**config.mk**
```make
export PLATFORM = sky130hd
export DESIGN_NAME = pipe_adder
export DESIGN_NICKNAME = d
export VERILOG_FILES = /design/src/rtl/pipe_add_pkg.sv /design/src/rtl/add_stage.sv /design/src/rtl/pipe_adder.sv
export SDC_FILE = /design/constraint.sdc
export NUM_CORES = 1
export LEC_CHECK = 0
export CORE_UTILIZATION = 40
export CTS_CLUSTER_SIZE = 12
export DETAILED_ROUTE_END_ITERATION = 8
export PLACE_DENSITY_LB_ADDON = 0.3
export SYNTH_ARGS = -nofsm -noshare
export SYNTH_HDL_FRONTEND = slang
export SYNTH_HIERARCHICAL = 1
export SYNTH_SLANG_ARGS = --single-unit
```
**constraint.sdc**
```tcl
create_clock -name clk -period 2.5 [get_ports clk]
set_input_delay 0.5 -clock clk [delete_from_list [all_inputs] [get_ports clk]]
set_output_delay 0.5 -clock clk [all_outputs]
set_load 0.03 [all_outputs]
```
**src/rtl/pipe_add_pkg.sv**
```systemverilog
// pipe_add_pkg: shared helpers for the pipelined ripple-carry adder.
// Chunk width and the configuration legality check live here.
package pipe_add_pkg;

    function automatic int chunk_w(input int width, input int stages);
        return (stages > 0) ? (width / stages) : width;
    endfunction

    function automatic bit cfg_ok(input int width, input int stages);
        return (stages >= 1) && ((width % stages) == 0);
    endfunction

endpackage

```
**src/rtl/add_stage.sv**
```systemverilog
// add_stage: one registered CW-bit slice of the pipelined adder.
// Optional carry-into-MSB register with PIPE_ADD_OVF_EN.
module add_stage
    import pipe_add_pkg::*;
#(
    parameter int WIDTH = 32,
    parameter int CW    = 8,
    parameter int LO    = 0
) (
    input  logic             clk,
    input  logic             rst,
    input  logic             up_v,
    input  logic             up_c,
    input  logic [WIDTH-1:0] up_x,
    input  logic [WIDTH-1:0] up_y,
    input  logic [WIDTH-1:0] up_s,
    input  logic             down_rdy,
    output logic             rdy,
    output logic             v,
    output logic             c,
    output logic [WIDTH-1:0] x,
    output logic [WIDTH-1:0] y,
    output logic [WIDTH-1:0] s
`ifdef PIPE_ADD_OVF_EN
    ,
    output logic             mc
`endif
);

    localparam logic [WIDTH-1:0] ONES = '1;
    // Operand bits above this chunk still need to travel downstream.
    localparam logic [WIDTH-1:0] KEEP = ONES << (LO + CW);

    logic [CW:0]      part;
    logic [WIDTH-1:0] s_next;

    assign part = {1'b0, up_x[LO +: CW]}
                + {1'b0, up_y[LO +: CW]}
                + {{CW{1'b0}}, up_c};

    always_comb begin
        s_next = up_s;
        s_next[LO +: CW] = part[CW-1:0];
    end

    assign rdy = !v | down_rdy;

    always_ff @(posedge clk or posedge rst) begin
        if (rst) begin
            v <= 1'b0;
            c <= 1'b0;
            x <= '0;
            y <= '0;
            s <= '0;
`ifdef PIPE_ADD_OVF_EN
            mc <= 1'b0;
`endif
        end else if (rdy) begin
            v <= up_v;
            if (up_v) begin
                c <= part[CW];
                x <= up_x & KEEP;
                y <= up_y & KEEP;
                s <= s_next;
`ifdef PIPE_ADD_OVF_EN
                mc <= up_x[LO+CW-1] ^ up_y[LO+CW-1] ^ part[CW-1];
`endif
            end
        end
    end

endmodule

```
**src/rtl/pipe_adder.sv**
```systemverilog
// pipe_adder: WIDTH-bit ripple-carry adder split into STAGES registered chunks.
// Define PIPE_ADD_OVF_EN to add the registered signed overflow output.
module pipe_adder
    import pipe_add_pkg::*;
#(
    parameter int WIDTH  = 32,
    parameter int STAGES = 4
) (
    input  logic             clk,
    input  logic             rst,
    input  logic             in_valid,
    output logic             in_ready,
    input  logic             carryin,
    input  logic [WIDTH-1:0] X,
    input  logic [WIDTH-1:0] Y,
    output logic             out_valid,
    input  logic             out_ready,
    output logic [WIDTH-1:0] S,
    output logic             carryout
`ifdef PIPE_ADD_OVF_EN
    ,
    output logic             overflow
`endif
);

    localparam int CW     = chunk_w(WIDTH, STAGES);
    localparam bit CFG_OK = cfg_ok(WIDTH, STAGES);

    if (!CFG_OK) begin : g_cfg_bad
        $fatal(1, "pipe_adder: WIDTH must be a multiple of STAGES >= 1");
    end

    for (genvar k = 0; k < STAGES; k++) begin : g_st
        logic             uv;
        logic             uc;
        logic             dr;
        logic             rdy;
        logic             vq;
        logic             cq;
        logic [WIDTH-1:0] ux;
        logic [WIDTH-1:0] uy;
        logic [WIDTH-1:0] us;
        logic [WIDTH-1:0] xq;
        logic [WIDTH-1:0] yq;
        logic [WIDTH-1:0] sq;
`ifdef PIPE_ADD_OVF_EN
        logic             mq;
`endif

        if (k == 0) begin : g_head
            assign uv = in_valid & in_ready;
            assign uc = carryin;
            assign ux = X;
            assign uy = Y;
            assign us = '0;
        end else begin : g_link
            assign uv = g_st[k-1].vq;
            assign uc = g_st[k-1].cq;
            assign ux = g_st[k-1].xq;
            assign uy = g_st[k-1].yq;
            assign us = g_st[k-1].sq;
        end

        // The tail's operand skew is fully consumed by now.
        if (k == STAGES - 1) begin : g_last
            logic unused_tail;
            assign dr = out_ready;
            assign unused_tail = ^{xq, yq};
        end else begin : g_mid
            assign dr = g_st[k+1].rdy;
`ifdef PIPE_ADD_OVF_EN
            logic unused_mq;
            assign unused_mq = mq;
`endif
        end

        add_stage #(
            .WIDTH (WIDTH),
            .CW    (CW),
            .LO    (k * CW)
        ) u_stage (
            .clk      (clk),
            .rst      (rst),
            .up_v     (uv),
            .up_c     (uc),
            .up_x     (ux),
            .up_y     (uy),
            .up_s     (us),
            .down_rdy (dr),
            .rdy      (rdy),
            .v        (vq),
            .c        (cq),
            .x        (xq),
            .y        (yq),
            .s        (sq)
`ifdef PIPE_ADD_OVF_EN
            ,
            .mc       (mq)
`endif
        );
    end

    assign in_ready  = g_st[0].rdy & !rst;
    assign out_valid = g_st[STAGES-1].vq;
    assign S         = g_st[STAGES-1].sq;
    assign carryout  = g_st[STAGES-1].cq;

`ifdef PIPE_ADD_OVF_EN
    assign overflow = g_st[STAGES-1].mq ^ g_st[STAGES-1].cq;
`endif

endmodule

```
==> impl_metrics.json <==
{
  "status": "complete, no violations",
  "end_kind": "primary output",
  "die_height_um": 147.4,
  "vdd_drop_max_v": 0.0005161,
  "grt_pass1_vias": 6092,
  "num_vias": 6242,
  "initial_utilization_pct": 41.26,
  "min_delay_path_depth": 2,
  "drtIter0Drc": 418,
  "syn-num-nets": 1047,
  "drive_gt1_share_pct": 7.319,
  "cp.arrival_ns": 1.91,
  "cts-buffers-inserted": 17,
  "cap_violations": 0,
  "hpwl_um": 12710,
  "clkLatencyLatePin_ns": 0.42,
  "skew_ns": 0.008912,
  "hold_viol_final": 0,
  "drc": 0,
  "r2r_cells": 6,
  "avgSynthCellArea_sq_um": 8.976,
  "final_common_cell": "nand2_1",
  "port_buffers": 103,
  "max_slew_margin_pct": 65.95,
  "cp-start-kind": "input pin",
  "synthCells": 942,
  "die_area_sq_mm": 0.02172,
  "slew_violations": 0,
  "cts_tree": "yes",
  "vias_per_cell": 4.722,
  "hold_slack_ns": 0.4577,
  "finalWirelength_um": 17400,
  "yosysWarningCount": 6,
  "root_buffer": "clkbuf_16",
  "num-fill-cells": 1913,
  "cp_max_fo": 10,
  "grt_antenna_before_repair": 0,
  "core-area_sq_mm": 0.02049,
  "seq_area_sq_mm": 0.004604,
  "cp.buffers_inverters": 2,
  "worst_slack_ns": 0.08748,
  "synth_area_sq_mm": 0.008456,
  "placementRows": 52,
  "clockBufferDepth": 2,
  "grt_max_degree": 48,
  "finalCriticalPeriod_ns": 2.413,
  "critPathSlowestCell": "clkdlybuf4s50_1",
  "area_growth_pct": 23.40,
  "layout_worst_path_cycle_share_pct": 96.50,
  "clk_pin_slew_ns": 0.07,
  "drt-pass1-iter-count": 5,
  "p_leak_nw": 5.279,
  "htree_levels": 4,
  "crit_family": "simple AND/OR/NAND/NOR gates",
  "multi_input_area_sq_mm": 0.003546,
  "final_nets": 1144,
  "setup_viol": 0,
  "grt_pass1_wl_um": 29700,
  "ios": 104,
  "required_ns": 2.00,
  "worst_pin_slew_ns": 0.5107,
  "grt_overflow": 0,
  "routedWlPerCell_um": 13.16,
  "path_cells": "clkdlybuf4s50_1, nand2b_2, nand2b_4, nand2b_4, nand2b_4, nor2b_1, buf_4",
  "slowest_delay_ns": 0.40,
  "p_per_area_mw_per_mm2": 924.2,
  "max_freq_mhz": 414.5,
  "die_w_um": 147.4,
  "pre_cts_slack_ns": -0.2929,
  "final_cell_mix": "nand2_1, dfrtp_1, clkdlybuf4s50_1",
  "critPathKind": "in2out",
  "diodes": 0,
  "grt_usage_pct": 16.94,
  "cts.sinks": 184,
  "path_common_cell": "nand2b_4",
  "gp_congestion": 0.8252,
  "crit_cells": 7,
  "ant_nets": 0,
  "hold_path_class": "reg2reg"
}
-- worst register-to-register path, delay by kind of cell, from the launching register on --
family	cells	cell delay, ns
compound gates	4	0.96
flops	1	0.40
fa+ha+maj	2	0.92
-- stage by stage --
stage / area, sq um / total power (W) / TNS [ns] / cells / utilization (%)
detailed placement: 9792 / 0.006836 / -1.627 / 1291 / 47.78
floorplan: 8464 / 0.005835 / 0 / 942 / -
global route: 10430 / 0.01023 / -0.02136 / 1322 / 50.91
CTS: 10420 / 0.009737 / 0 / 1322 / 50.86
finish: 10430 / 0.009643 / 0 / 1322 / 50.91
global placement: 9792 / 0.006785 / -1.277 / 1291 / 47.78
-- sequential cells by signal, indices dropped and copies added, names as in the netlist --
signal and count:
g_st.u_stage/y 48, g_st.u_stage/v 4, g_st.u_stage/x 48, g_st.u_stage/s 80, g_st.u_stage/c 4
-- metal layers --
metal / vias to the layer above / GRT usage [%] / part of all wire, %
met1: 2867 / 25.89 / 53
met5: - / 0 / 0
li1: 3232 / - / -
met4: 0 / 5.825 / 0.96
met3: 12 / 3.457 / 4.3
met2: 131 / 23.73 / 42
-- worst paths after layout --
path / start / end / slack [ns]
min in group asynchronous: rst / g_st[1].u_stage/y[29] / 0.53
setup / recovery: out_ready / in_ready / 0.09
max in group asynchronous: rst / g_st[2].u_stage/y[30] / 1.44
hold reg to reg: g_st[2].u_stage/s[22] / g_st[3].u_stage/s[22] / 0.46
setup reg to reg: g_st[1].u_stage/c / g_st[2].u_stage/s[22] / 0.11
hold / removal: g_st[2].u_stage/s[22] / g_st[3].u_stage/s[22] / 0.46
-- area by class of cell --
cell class,instances,share of cell area [%]
inverter,14,0.5037
multi-input combinational,694,33.98
sequential,184,44.13
tap,270,3.238
timing repair buffer,128,12.02
clock buffer,22,4.545
clock inverter,10,1.583
-- what timing repair did --
action | 4_1_cts | 5_1_grt
setup endpoints to repair | 1 | 3
buffers inserted | 0 | 0
gates resized for setup | 0 | 2
hold endpoints to repair | 0 | 0
hold buffers | 0 | 0
-- report_power, final --
part           total [W]  leakage [nW]  internal (W)  switching, W
Clock            0.00287         0.303       0.00176       0.00111
Combinational    0.00265          2.65       0.00115       0.00151
Sequential       0.00412          2.33       0.00369      0.000433
Total            0.00964          5.28       0.00659       0.00305
(Power assumes the default switching activity.)
